`config.mk`:
```
export PLATFORM = sky130hd
export DESIGN_NAME = cordic_nco_scheduler
export DESIGN_NICKNAME = d
export VERILOG_FILES = /design/src/rtl/cordic_nco_scheduler.sv
export SDC_FILE = /design/constraint.sdc
export NUM_CORES = 1
export LEC_CHECK = 0
export BUFFER_PORTS_ARGS = -buffer_cell sky130_fd_sc_hd__buf_2
export CAP_MARGIN = 0
export CORE_ASPECT_RATIO = 1.2
export CORE_MARGIN = 8
export CORE_UTILIZATION = 45
export CTS_BUF_LIST = sky130_fd_sc_hd__clkbuf_16
export DETAILED_ROUTE_END_ITERATION = 10
export PLACE_DENSITY = 0.66
export SYNTH_ARGS = -nofsm -noshare
export SYNTH_HDL_FRONTEND = slang
export SYNTH_SLANG_ARGS = --single-unit
export TNS_END_PERCENT = 1
```
`constraint.sdc`:
```
create_clock -name i_clk -period 3.09 [get_ports i_clk]
set_input_delay 0.1545 -clock i_clk [delete_from_list [all_inputs] [get_ports i_clk]]
set_output_delay 0.1545 -clock i_clk [all_outputs]
set_load 0.005 [all_outputs]
```
`src/rtl/cordic_nco_scheduler.sv`:
```
// ---------------------------------------------------------------------------
// cordic_nco_scheduler
//
// Multi-channel NCO front end that time-shares a single CORDIC phase
// pipeline. Each channel has its own phase accumulator and increment. Every
// cycle the scheduler picks one enabled channel round-robin and issues that
// channel's phase word to the CORDIC. A valid/channel tag travels through a
// delay line that matches the CORDIC latency, so each result leaves labelled
// with the channel it belongs to.
//
// Ports
//   i_clk, i_rst      clock and synchronous active-high reset
//   i_cfg_we          write strobe: inc[i_cfg_ch] <= i_cfg_inc
//   i_cfg_ch          channel addressed by the config write
//   i_cfg_inc         phase increment value
//   i_cfg_load        with i_cfg_we, also load acc[i_cfg_ch] <= i_cfg_phase
//   i_cfg_phase       accumulator load value
//   i_ch_en           per-channel enable, bit i = channel i
//   i_hold            freeze: no issue, accumulators unchanged
//   i_sync            clear every accumulator and the round-robin pointer
//   o_cordic_arg      registered phase word to the CORDIC, {1'b0, acc}
//   i_cordic_re/im    CORDIC results
//   o_out_valid       the current CORDIC result belongs to a scheduled issue
//   o_out_ch          channel owning that result
//   o_out_re/im       CORDIC results passed through, aligned with the tag
// ---------------------------------------------------------------------------
module cordic_nco_scheduler #(
    parameter int NUM_CH  = 4,
    parameter int CH_W    = 2,
    parameter int LATENCY = 15,
    parameter int PH_W    = 19
) (
    input  logic              i_clk,
    input  logic              i_rst,
    input  logic              i_cfg_we,
    input  logic [CH_W-1:0]   i_cfg_ch,
    input  logic [PH_W-1:0]   i_cfg_inc,
    input  logic              i_cfg_load,
    input  logic [PH_W-1:0]   i_cfg_phase,
    input  logic [NUM_CH-1:0] i_ch_en,
    input  logic              i_hold,
    input  logic              i_sync,
    output logic [PH_W:0]     o_cordic_arg,
    input  logic [15:0]       i_cordic_re,
    input  logic [15:0]       i_cordic_im,
    output logic              o_out_valid,
    output logic [CH_W-1:0]   o_out_ch,
    output logic [15:0]       o_out_re,
    output logic [15:0]       o_out_im
);

    logic [PH_W-1:0] r_acc [0:NUM_CH-1];
    logic [PH_W-1:0] r_inc [0:NUM_CH-1];
    logic [CH_W-1:0] r_rr_ptr;
    logic [PH_W:0]   r_cordic_arg;
    logic            r_iss_vld;
    logic [CH_W-1:0] r_iss_ch;

    // Tag stage k is loaded 1+k edges after the issue edge; the CORDIC
    // samples the registered arg one edge after issue and then needs LATENCY
    // more edges, so the last stage (index LATENCY) lines up with its result.
    logic [LATENCY:0] r_tag_vld;
    logic [CH_W-1:0]  r_tag_ch [0:LATENCY];

    logic            w_found;
    logic [CH_W-1:0] w_sel;
    logic [CH_W:0]   w_scan;
    logic            w_issue;
    logic [CH_W-1:0] w_next_ptr;

    // Round-robin search: first enabled channel starting at r_rr_ptr,
    // wrapping modulo NUM_CH. The extra bit in w_scan holds the sum before
    // the wrap so non-power-of-two channel counts work too.
    always_comb begin
        w_found = 1'b0;
        w_sel   = '0;
        w_scan  = '0;
        for (int k = 0; k < NUM_CH; k++) begin
            w_scan = {1'b0, r_rr_ptr} + (CH_W+1)'(k);
            if (w_scan >= (CH_W+1)'(NUM_CH)) begin
                w_scan = w_scan - (CH_W+1)'(NUM_CH);
            end
            if (!w_found && i_ch_en[w_scan[CH_W-1:0]]) begin
                w_found = 1'b1;
                w_sel   = w_scan[CH_W-1:0];
            end
        end
    end

    assign w_issue    = w_found && !i_hold && !i_sync;
    assign w_next_ptr = (w_sel == CH_W'(NUM_CH - 1)) ? '0 : w_sel + 1'b1;

    // Issue, accumulator and config state. Priority per accumulator is
    // sync, then config load, then issue advance; the issued arg always
    // reflects the accumulator value before this edge.
    always_ff @(posedge i_clk) begin
        if (i_rst) begin
            for (int i = 0; i < NUM_CH; i++) begin
                r_acc[i] <= '0;
                r_inc[i] <= '0;
            end
            r_rr_ptr     <= '0;
            r_cordic_arg <= '0;
            r_iss_vld    <= 1'b0;
            r_iss_ch     <= '0;
        end else begin
            r_iss_vld <= w_issue;
            if (w_issue) begin
                r_cordic_arg <= {1'b0, r_acc[w_sel]};
                r_iss_ch     <= w_sel;
                r_rr_ptr     <= w_next_ptr;
            end
            if (i_sync) begin
                r_rr_ptr <= '0;
            end
            for (int i = 0; i < NUM_CH; i++) begin
                if (i_cfg_we && i_cfg_ch == CH_W'(i)) begin
                    r_inc[i] <= i_cfg_inc;
                end
                if (i_sync) begin
                    r_acc[i] <= '0;
                end else if (i_cfg_we && i_cfg_load && i_cfg_ch == CH_W'(i)) begin
                    r_acc[i] <= i_cfg_phase;
                end else if (w_issue && w_sel == CH_W'(i)) begin
                    r_acc[i] <= r_acc[i] + r_inc[i];
                end
            end
        end
    end

    // Tag delay line; never stalls, cleared by reset so in-flight samples
    // are dropped.
    always_ff @(posedge i_clk) begin
        if (i_rst) begin
            r_tag_vld <= '0;
            for (int k = 0; k <= LATENCY; k++) begin
                r_tag_ch[k] <= '0;
            end
        end else begin
            r_tag_vld   <= {r_tag_vld[LATENCY-1:0], r_iss_vld};
            r_tag_ch[0] <= r_iss_ch;
            for (int k = 1; k <= LATENCY; k++) begin
                r_tag_ch[k] <= r_tag_ch[k-1];
            end
        end
    end

    assign o_cordic_arg = r_cordic_arg;
    assign o_out_valid  = r_tag_vld[LATENCY];
    assign o_out_ch     = r_tag_ch[LATENCY];
    assign o_out_re     = i_cordic_re;
    assign o_out_im     = i_cordic_im;

endmodule

```
==> flow_summary.yaml, run 1 <==
sta:
  slew_violations: 0
  relSlewSlack_pct: 28.76
  period_needed_ps: 2971
  worst_slew_pin_slew_ps: 1069
  whs_ps: 12.08
  fmax_mhz: 336.6
  hold_viol_final: 0
  fin_tns_setup_ps: 0
  fin_crit_sh_pct: 96.15
  rsz0062_at_grt: "no"
  skew_ps: 8.562
  setup_viol: 0
power_and_ir_drop:
  p_sw_share_pct: 26.64
  p_leak_nw: 5.758
  clkPwrFrac_pct: 38.2
  p_int_w: 0.005404
  power_frac_seq_pct: 46.8
  p_comb_share_pct: 15.0
  powerDensity_nw_per_um2: 536.1
  vdd_drop_max_uv: 317.6
  p_sw_w: 0.001962
worst_setup_path:
  startpoint_type: "register"
  worstPathRequired_ps: 3370
  critPathSlowestCell: "fa_1"
  crit_family: "compound AO/OA/AOI/OAI gates"
  worstPathArrival_ps: 3250
  cp_cell_sequence: "ha_1, fa_1, a211oi_2, o21bai_1, o41a_4, a211o_4, a31oi_4, xnor2_1, a22o_1"
  max_stage_delay_ps: 500
  worst-path-buf-inv: 0
  crit_type: "register to register"
  cp_max_fo: 4
  cp-end-kind: "register"
die:
  initial_core_util_pct: 45.30
  rows: 66
  core_um2: 26840
  dieArea_um2: 32550
  die_y_um: 196.1
  io_pins: 137
  die_x_um: 166.0
yosys:
  synth.avg_cell_area_um2: 10.91
  synth_ff_type: "edfxtp_1"
  synth-edff-count: 152
  ys_warn_count: 0
  synth.distinct_cells: 68
  synthCells: 1114
  synthArstFlopShare_pct: 0
  synth_fa_ha_area_share_pct: 8.172
  synth-xor-area-share_pct: 4.539
  synth_area_um2: 12160
  synth-simple-area-share_pct: 14.38
  synth_seq_cells: 224
  synth_compound_area_share_pct: 16.25
  syn-num-nets: 1273
  synth_top_family_by_area: "compound AO/OA/AOI/OAI gates"
  ys_seq_area_share_pct: 49.40
  synth.mux.area_fraction_pct: 3.417
placed_design:
  io_buffers: 71
  hpwl_um: 23250
  gp_congestion: 0.9442
layout:
  fillCellCount: 2395
  drive_above_1_share_pct: 14.42
  area_growth_pct: 13.04
  antenna_cells: 0
  layout.nets: 1347
global_route:
  antenna_found_initial: 0
  grt_start_max_net_pins: 60
  grt_usage_pct: 18.45
  grt_pass1_vias: 8710
  grt_overflow: 0
  grt_first_pass_wirelength_um: 47960
detailed_routing:
  drtIter0Drc: 654
  ant_nets: 0
  avgRoutedWirePerCell_um: 19.85
  drt-pass1-iter-count: 5
  drc_errors: 0
  dr_total_vias: 8833
  drt-total-wl_um: 30710
  via_per_inst: 5.710
clock_tree:
  clock_latency_ps: 530
  cts_made_buffers: 25
  root_buffer: "clkbuf_16"
  post-cts-setup-buffers: 0
  h-tree-depth: 1
  cts.sinks: 224
  clockBufferDepth: 3
  path_clk_slew_ps: 60
  postCtsResizedCells: 0
  hold_buffers: 20
  cts_tree: "done"
worst_hold_path:
  worstHoldPathType: "input pin to register"
job:
  drv_cap: 0
run_status:
  status: "completed"
## placed cells by master (no fill, tap or decap), types with 4 or more instances in the layout
cell type	netlist	final
ha_1	73	73
and2_1	78	78
inv_1	10	14
buf_4	35	29
xor2_1	30	30
dlygate4sd3_1	0	20
inv_2	1	5
xnor2_1	33	33
and3_1	7	7
nand4_1	5	5
a21o_1	24	24
fa_1	4	4
dfxtp_1	72	72
nor2b_1	55	55
clkinv_2	0	4
mux2i_1	28	28
a22o_1	40	40
or2_2	4	4
nor2_1	41	41
o31ai_1	6	5
a31oi_1	7	7
nand3_1	15	15
clkbuf_16	0	27
o22ai_1	10	10
o21a_1	6	6
o21bai_1	6	6
o21ai_0	60	60
nor3_1	8	7
a21oi_1	74	74
edfxtp_1	152	152
mux2_2	12	12
nand3b_1	4	4
buf_2	13	71
nand2b_1	10	10
o211ai_1	16	16
nand2_1	90	90
a211oi_1	13	13
## worst register-to-register path, delay by kind of cell (launching register included)
family	cells	cell delay, ps
xor gates and xnor gates	1	70
AOI/OAI and AO/OA	6	1490
DFF	1	400
adders and majority gates	2	760
## per-layer routing
metal	routed length, um	track usage, %	vias up
met2	14710	31.46	253
met3	1641	2.896	55
met4	887	6.440	0
met1	13470	23.48	4310
li1	-	-	4215
met5	0	0	-
## layout make-up
class                           instances  area [um2]  share of cell area, %
Sequential cell                       224        6006                  43.70
Timing Repair Buffer                  120       773.2                  5.627
Multi-Input combinational cell        806        5717                  41.60
Clock buffer                           27       675.6                  4.917
Clock inverter                         19       103.9                 0.7557
Inverter                               11       41.29                 0.3005
Tap cell                              340       425.4                  3.096
## path summary, 6_finish.rpt
path | from | slack, ps | cells after the start | endpoint
hold reg to reg | r_tag_vld[11]$_SDFF_PP0_ | 440 | 1 | r_tag_vld[12]$_SDFF_PP0_
setup / recovery | r_acc[3][0]$_DFFE_PP_ | 120 | 9 | r_acc[3][16]$_DFFE_PP_
hold / removal | i_cfg_inc[4] | 10 | 2 | r_inc[2][4]$_SDFFCE_PN0P_
setup reg to reg | r_acc[3][0]$_DFFE_PP_ | 120 | 9 | r_acc[3][16]$_DFFE_PP_
## state kept, by name, summed over array words and instances, names as in the netlist
register      cells
o_cordic_arg     19
r_acc            76
r_inc            76
r_iss_ch          2
r_iss_vld         1
r_rr_ptr          2
r_tag_ch         32
r_tag_vld        16
## through the flow
step / power, W / instance area [um2] / instances / setup slack [ps] / utilization [%]
finish: 0.007366 / 13740 / 1547 / 118.9 / 51.20
global route: 0.007676 / 13740 / 1547 / 10.42 / 51.20
CTS: 0.007437 / 13740 / 1547 / 117.3 / 51.20
detailed placement: 0.004584 / 12760 / 1481 / 123.0 / 47.55
global placement: 0.004559 / 12760 / 1481 / 187.5 / 47.55
floorplan: 0.004278 / 12160 / 1114 / 291.9 / -
## synth_stat cells (3+ instances only)
cell type | count | area, um2
nand3_1 | 15 | 75.07
a31oi_1 | 7 | 43.79
fa_1 | 4 | 80.08
nor3b_1 | 3 | 22.52
o21a_1 | 6 | 45.04
a22o_1 | 40 | 350.3
mux2i_1 | 28 | 280.3
xnor2_1 | 33 | 289.0
and2_1 | 78 | 488.0
nand4_1 | 5 | 31.28
inv_1 | 10 | 37.54
clkbuf_1 | 23 | 86.33
a211oi_1 | 13 | 97.59
a21oi_1 | 74 | 370.4
nand3b_1 | 4 | 30.03
nand2b_1 | 10 | 62.56
nor3_1 | 8 | 40.04
a211o_1 | 3 | 26.28
nand2_1 | 90 | 337.8
edfxtp_1 | 152 | 4564
nor2b_1 | 55 | 344.1
buf_2 | 13 | 65.06
a21o_1 | 24 | 180.2
mux2_2 | 12 | 135.1
ha_1 | 73 | 913.4
or2_2 | 4 | 25.02
o22ai_1 | 10 | 62.56
o211ai_1 | 16 | 120.1
o21bai_1 | 6 | 45.04
and3_1 | 7 | 43.79
nor2_1 | 41 | 153.9
and4_1 | 3 | 26.28
o31ai_1 | 6 | 45.04
dfxtp_1 | 72 | 1441
o21ai_0 | 60 | 300.3
xor2_1 | 30 | 262.8
buf_4 | 35 | 262.8
or3_1 | 3 | 18.77
## power groups by stage
stage	clock network [W]	registers, W	logic [W]
6_report	0.00281	0.00345	0.00111
5_1_grt	0.00300	0.00346	0.00121
4_1_cts	0.00289	0.00345	0.00110
3_5_place_dp	0	0.00351	0.00107
3_3_place_gp	0	0.00350	0.00105
2_1_floorplan	0	0.00347	0.000803
## cell families (layout without fill, tap and decap cells)
group | after synthesis | in the layout
adder cells (fa/ha/maj) | 77 | 77
multiplexers | 40 | 40
AO/OA/AOI/OAI | 293 | 293
XOR/XNOR | 63 | 63
other | 1 | 1
buffers and inverters | 84 | 177
AND/OR/NAND/NOR | 332 | 332
flip-flops | 224 | 224
Note: power is estimated with default switching activity, not from simulation.
==> inputs of run 2 (changes only) <==
--- a/config.mk
+++ b/config.mk
@@ -7,12 +7,14 @@
 export LEC_CHECK = 0
 export BUFFER_PORTS_ARGS = -buffer_cell sky130_fd_sc_hd__buf_2
 export CAP_MARGIN = 0
+export CELL_PAD_IN_SITES_DETAIL_PLACEMENT = 1
+export CELL_PAD_IN_SITES_GLOBAL_PLACEMENT = 2
 export CORE_ASPECT_RATIO = 1.2
 export CORE_MARGIN = 8
-export CORE_UTILIZATION = 45
+export CORE_UTILIZATION = 42
 export CTS_BUF_LIST = sky130_fd_sc_hd__clkbuf_16
 export DETAILED_ROUTE_END_ITERATION = 10
-export PLACE_DENSITY = 0.66
+export PLACE_DENSITY_LB_ADDON = 0.1
 export SYNTH_ARGS = -nofsm -noshare
 export SYNTH_HDL_FRONTEND = slang
 export SYNTH_SLANG_ARGS = --single-unit
==> constraint.sdc (replaced) <==
create_clock -name i_clk -period 3.85 [get_ports i_clk]
set_input_delay 0.1925 -clock i_clk [delete_from_list [all_inputs] [get_ports i_clk]]
set_output_delay 0.1925 -clock i_clk [all_outputs]
set_load 0.005 [all_outputs]
==> run 2 against run 1 <==
  * Flip-flop and latch count is the same
  * Highest routed layer unchanged
  * Worst setup slack gained 750 ps
  * Clock skew grew 6.8 ps
  * Clock power shrank 9.6%
  * Final area is essentially flat
  * Via count shrank 1.3%
  * Clock-buffer cell count grew 3
==> flow_summary.yaml, run 2 (synthesized netlist as in run 1, its figures left out) <==
run_status:
  status: "completed"
worst_hold_path:
  worstHoldPathType: "input pin to register"
  holdCritStartpoint: "i_cfg_inc[11]"
die:
  die_x_um: 171.3
  rows: 68
  die_y_um: 202.4
  initial_core_util_pct: 42.40
  dieArea_um2: 34670
  core_um2: 28670
  io_pins: 137
layout:
  layout.nets: 1330
  area_growth_pct: 13.01
  mostFrequentLayoutCell: "edfxtp_1"
  mostFrequentLayoutCells: "edfxtp_1, nand2_1, and2_1"
  reg.largest.list: "r_acc (76), r_inc (76), r_tag_ch (32)"
  fillCellCount: 3129
  drive_above_1_share_pct: 14.27
  antenna_cells: 0
sta:
  period_needed_ps: 2976
  setup_ws_ps: 873.6
  skew_ps: 15.36
  slew_violations: 0
  fin_tns_setup_ps: 0
  hold_viol_final: 0
  fin_crit_sh_pct: 77.31
  relSlewSlack_pct: 24.07
  worst_slew_pin_slew_ps: 1137
  setup_viol: 0
  fmax_mhz: 336.0
  rsz0062_at_grt: "no"
worst_setup_path:
  max_stage_delay_ps: 500
  crit_type: "register to register"
  worstPathRequired_ps: 4130
  cp-end-kind: "register"
  crit_start: "r_acc[3][0]$_DFFE_PP_"
  reg2reg_from: "r_acc[3][0]$_DFFE_PP_"
  cp_max_fo: 4
  worstPathArrival_ps: 3260
  startpoint_type: "register"
  cp_cell_sequence: "ha_1, fa_1, a211oi_2, o21bai_1, o41a_4, a211o_4, a31oi_4, xnor2_1, a22o_1"
  critPathSlowestCell: "fa_1"
detailed_routing:
  drt-total-wl_um: 34810
  dr_total_vias: 8714
  ant_nets: 0
  drc_errors: 0
  avgRoutedWirePerCell_um: 22.09
  drtIter0Drc: 429
  drt-pass1-iter-count: 5
  via_per_inst: 5.529
placed_design:
  hpwl_um: 26250
  gp_congestion: 0.8649
  pre_cts_ws_ps: 896.2
  io_buffers: 71
power_and_ir_drop:
  powerDensity_nw_per_um2: 452.0
  power_frac_seq_pct: 44.6
  p_sw_share_pct: 26.29
  vdd_drop_max_uv: 350.4
  clkPwrFrac_pct: 40.9
  p_int_w: 0.004577
  p_comb_share_pct: 14.5
  p_leak_nw: 5.729
  p_sw_w: 0.001633
clock_tree:
  path_clk_slew_ps: 60
  h-tree-depth: 1
  post-cts-setup-buffers: 0
  clock_latency_ps: 540
  cts.sinks: 224
  root_buffer: "clkbuf_16"
  clockBufferDepth: 3
  cts_tree: "done"
  cts_made_buffers: 26
global_route:
  grt_overflow: 0
  grt_start_max_net_pins: 42
  grt_pass1_vias: 9230
  grt_first_pass_wirelength_um: 53650
  grt_usage_pct: 20.05
  antenna_found_initial: 0
job:
  drv_cap: 0
run 2: cell count changes in the layout (fill, tap and decap cells not counted):
cell / before / now
inv_6: 2 / 1
dlygate4sd3_1: 20 / 7
buf_4: 29 / 24
inv_2: 5 / 2
clkinv_2: 4 / 7
clkinv_1: 1 / 2
clkbuf_16: 27 / 30
bufinv_16: 0 / 2
clkinv_4: 3 / 0
run 2: worst paths after layout:
path	end	slack, ps	depth (start not counted)
worst min-delay path	r_inc[1][11]$_SDFFCE_PN0P_	20	2
worst min register to register	r_tag_ch[0][10]$_SDFF_PP0_	440	1
worst max-delay path	r_acc[3][16]$_DFFE_PP_	870	9
worst max register to register	r_acc[3][16]$_DFFE_PP_	870	9
run 2: cell type report:
class | count | area (um2) | area share [%]
timing repair buffer | 102 | 605.6 | 4.408
clock buffer | 30 | 750.7 | 5.464
multi-input combinational | 806 | 5717 | 41.61
tap | 385 | 481.7 | 3.506
inverter | 11 | 41.29 | 0.3005
sequential | 224 | 6006 | 43.72
clock inverter | 18 | 136.4 | 0.9927
run 2: per-stage QoR:
| stage | power (W) | std cells | hold slack [ps] | instance area [um2] | utilization (%) |
|---|---|---|---|---|---|
| floorplan | 0.003433 | 1114 | 377.9 | 12160 | - |
| global placement | 0.003698 | 1521 | 385.0 | 12780 | 44.58 |
| detailed placement | 0.003711 | 1521 | 385.0 | 12780 | 44.58 |
| CTS | 0.006283 | 1576 | 1.254 | 13740 | 47.91 |
| global route | 0.006468 | 1576 | 8.424 | 13740 | 47.91 |
| finish | 0.006209 | 1576 | 18.06 | 13740 | 47.91 |
run 2: power by group through the flow:
stage | logic [W] | clock network [W] | registers [W]
finish | 0.000898 | 0.00254 | 0.00277
CTS | 0.000902 | 0.00261 | 0.00277
global route | 0.000990 | 0.00270 | 0.00278
floorplan | 0.000644 | 0 | 0.00279
detailed placement | 0.000890 | 0 | 0.00282
global placement | 0.000881 | 0 | 0.00282
run 2: routing by layer:
layer	part of all wire (%)	GRT usage [%]
met1	46	26.87
met2	47	33.55
met3	4.2	2.596
met4	2.3	5.163
met5	0	0
run 2: worst max-delay path, delay by kind of cell, from the launching register on:
| kind | cells | cell delay (ps) |
|---|---|---|
| AO/OA/AOI/OAI | 6 | 1500 |
| XOR/XNOR | 1 | 80 |
| adder cells (fa/ha/maj) | 2 | 750 |
| flip-flops | 1 | 390 |
run 2: repair_timing:
action | 4_1_cts | 5_1_grt
resized for setup | 0 | 0
hold buffers | 7 | 0
endpoints found under the hold margin | 14 | 0
setup endpoints to repair | 0 | 0
==> inputs of run 3 (changes only) <==
--- a/config.mk
+++ b/config.mk
@@ -5,13 +5,14 @@
 export SDC_FILE = /design/constraint.sdc
 export NUM_CORES = 1
 export LEC_CHECK = 0
+export ABC_AREA = 1
 export BUFFER_PORTS_ARGS = -buffer_cell sky130_fd_sc_hd__buf_2
 export CAP_MARGIN = 0
 export CELL_PAD_IN_SITES_DETAIL_PLACEMENT = 1
 export CELL_PAD_IN_SITES_GLOBAL_PLACEMENT = 2
 export CORE_ASPECT_RATIO = 1.2
 export CORE_MARGIN = 8
-export CORE_UTILIZATION = 42
+export CORE_UTILIZATION = 32
 export CTS_BUF_LIST = sky130_fd_sc_hd__clkbuf_16
 export DETAILED_ROUTE_END_ITERATION = 10
 export PLACE_DENSITY_LB_ADDON = 0.1
==> constraint.sdc (replaced) <==
create_clock -name i_clk -period 2.72 [get_ports i_clk]
set_input_delay 0.136 -clock i_clk [delete_from_list [all_inputs] [get_ports i_clk]]
set_output_delay 0.136 -clock i_clk [all_outputs]
set_load 0.005 [all_outputs]
==> run 3 against run 2 <==
  * First-iteration DRC count is 33% higher
  * Register-to-register slack got worse by 630 ps
  * Hold slack better by 17 ps
  * Final area up 13%
  * Non-clock buffer count rose by 25
  * Synthesized area increased by 12%
  * Largest cell class is now multi-input gates
  * Highest routed layer unchanged
  * Via count is 35% higher
  * Sequential share of layout area is 4.9 points lower
==> flow_summary.yaml, run 3 <==
placed_design:
  place_inst: 2295
  gp_congestion: 0.8862
  hpwl_um: 41570
  pre_cts_ws_ps: 187.0
  io_buffers: 71
detailed_routing:
  drt-pass1-iter-count: 4
  dr_total_vias: 11729
  drc_errors: 0
  drt-total-wl_um: 52170
  ant_nets: 0
  via_per_inst: 4.968
  drtIter0Drc: 570
  avgRoutedWirePerCell_um: 22.10
layout:
  antenna_cells: 0
  mostFrequentLayoutCell: "nand2_1"
  mostFrequentLayoutCells: "nand2_1, inv_1, nor2_1"
  drive_above_1_share_pct: 10.25
  area_growth_pct: 14.11
  final_cells: 2361
  layout.nets: 1955
  reg.largest.list: "r_acc (76), r_inc (76), r_tag_ch (32)"
  fillCellCount: 5127
worst_setup_path:
  worstPathArrival_ps: 2750
  crit_path_end: "r_acc[3][18]$_DFFE_PP_"
  cp-end-kind: "register"
  crit_type: "register to register"
  rr_worst_depth: 14
  startpoint_type: "register"
  crit_start: "r_rr_ptr[0]$_SDFFE_PP0N_"
  reg2reg_slack_ps: 250
  cp_max_fo: 19
  crit-reg2reg-capture: "r_acc[3][18]$_DFFE_PP_"
  reg2reg_from: "r_rr_ptr[0]$_SDFFE_PP0N_"
  worstPathRequired_ps: 3000
yosys:
  ys_seq_area_share_pct: 44.24
  synth_area_um2: 13570
  synth_most_common_cell: "nand2_1"
  yosysTopAreaCellShare_pct: 33.63
  synth_ff_type: "edfxtp_1"
  synth.avg_cell_area_um2: 7.920
  netlist_top_cells_count: "nand2_1, inv_1, nor2_1, edfxtp_1, nand3_1"
  synthTopCellsByArea: "edfxtp_1, nand2_1, dfxtp_1"
  synth_top_area_cell: "edfxtp_1"
  syn-num-nets: 1873
  synth_seq_cells: 224
  synth.distinct_cells: 46
  synthCells: 1714
  ys_warn_count: 0
  synthArstFlopShare_pct: 0
  synth-edff-count: 152
sta:
  skew_ps: 35.61
  rsz0062_at_grt: "no"
  slew_violations: 0
  relSlewSlack_pct: 38.62
  fin_crit_sh_pct: 90.92
  whs_ps: 35.47
  worst_slew_pin_slew_ps: 918.1
  fmax_mhz: 404.4
  period_needed_ps: 2473
  setup_viol: 0
  hold_viol_final: 0
  setup_ws_ps: 247.0
clock_tree:
  h-tree-depth: 1
  cts.sinks: 224
  post-cts-setup-buffers: 0
  cts_made_buffers: 27
  clockBufferDepth: 3
  clock_latency_ps: 570
  cts_tree: "done"
  root_buffer: "clkbuf_16"
  path_clk_slew_ps: 60
global_route:
  grt_pass1_vias: 12321
  grt_start_max_net_pins: 42
  grt_overflow: 0
  grt_usage_pct: 20.82
  antenna_found_initial: 0
  grt_first_pass_wirelength_um: 77860
die:
  die_x_um: 204.0
  core_um2: 41860
  initial_core_util_pct: 32.43
  rows: 82
  dieArea_um2: 49290
  die_y_um: 241.6
  io_pins: 137
job:
  drv_cap: 0
run_status:
  status: "completed"
power_and_ir_drop:
  vdd_drop_max_uv: 453.0
  powerDensity_nw_per_um2: 596.6
  p_leak_nw: 7.288
  power_w: 0.009241
worst_hold_path:
  worstHoldPathType: "input pin to register"
run 3: cell types whose count changed after synthesis, sizes merged, moves of 28 or more:
cell,change
mux2i,-28
inv,+232
nand3,+130
nor2b,-55
nand2,+327
and2,-77
nor2,+182
a22o,-40
run 3: final cells by class:
cell class / count / area (um2) / area share [%]
repair buffers: 127 / 870.8 / 5.622
inverters: 244 / 919.6 / 5.937
well taps: 546 / 683.2 / 4.410
clock inverters: 19 / 82.58 / 0.5331
multi-input cells: 1172 / 6202 / 40.04
clock buffers: 29 / 725.7 / 4.685
flip-flops and latches: 224 / 6006 / 38.77
run 3: worst min path at each step:
stage | from | end | slack [ps] | cells past startpoint
CTS | i_cfg_inc[10] | r_inc[3][10]$_SDFFCE_PN0P_ | 20 | 3
global route | i_cfg_inc[10] | r_inc[3][10]$_SDFFCE_PN0P_ | 30 | 3
detailed placement | i_cordic_im[13] | o_out_im[13] | 270 | 0
global placement | i_cordic_im[13] | o_out_im[13] | 270 | 0
floorplan | i_cfg_phase[16] | r_acc[3][16]$_DFFE_PP_ | 320 | 2
finish | i_cfg_inc[10] | r_inc[3][10]$_SDFFCE_PN0P_ | 40 | 3
run 3: routing by layer:
| layer | global-route usage (%) | vias to the layer above | part of all wire, % |
|---|---|---|---|
| li1 | - | 5690 | - |
| met1 | 26.12 | 5738 | 44 |
| met2 | 37.22 | 238 | 50 |
| met3 | 2.234 | 63 | 3.8 |
| met4 | 5.554 | 0 | 2.4 |
| met5 | 0 | - | 0 |
run 3: through the flow:
step           area (um2)  TNS [ps]  utilization (%)
2_1_floorplan       13570     -5832                -
3_3_place_gp        14500         0            34.64
3_5_place_dp        14500         0            34.64
4_1_cts             15490         0            37.00
5_1_grt             15490         0            37.00
6_report            15490         0            37.00
run 3: worst max-delay path, stage by stage, from the launching register on:
cell      delay, ps
dfxtp_1         470
inv_2           130
nand2_1          80
nand2_1          70
nand2_1         100
nand2_1          80
nor2_2          120
nand2_1         100
nor2_4          140
nor2_8           50
inv_4            50
ha_1            130
inv_1           110
o211ai_1        350
buf_12          220
run 3: power by group:
part           leakage, nW  total (W)  switching, W  internal (W)
Sequential            2.18    0.00397      0.000135       0.00383
Combinational         4.67    0.00187       0.00126      0.000613
Clock                0.437    0.00340       0.00150       0.00190
run 3: cell families after synthesis:
| group | count (synthesis) | synth area share (%) |
|---|---|---|
| compound gates | 181 | 7.374 |
| other cells | 1 | 0.02763 |
| flops | 224 | 44.24 |
| simple gates | 860 | 27.51 |
| xor+xnor | 53 | 3.420 |
| fa+ha+maj | 77 | 7.319 |
| buf+inv | 318 | 10.11 |
run 3: repair_timing:
item | CTS | global route
endpoints found under the hold margin | 37 | 0
hold buffers | 18 | 0
gates resized for setup | 0 | 1
endpoints found under the setup margin | 0 | 1
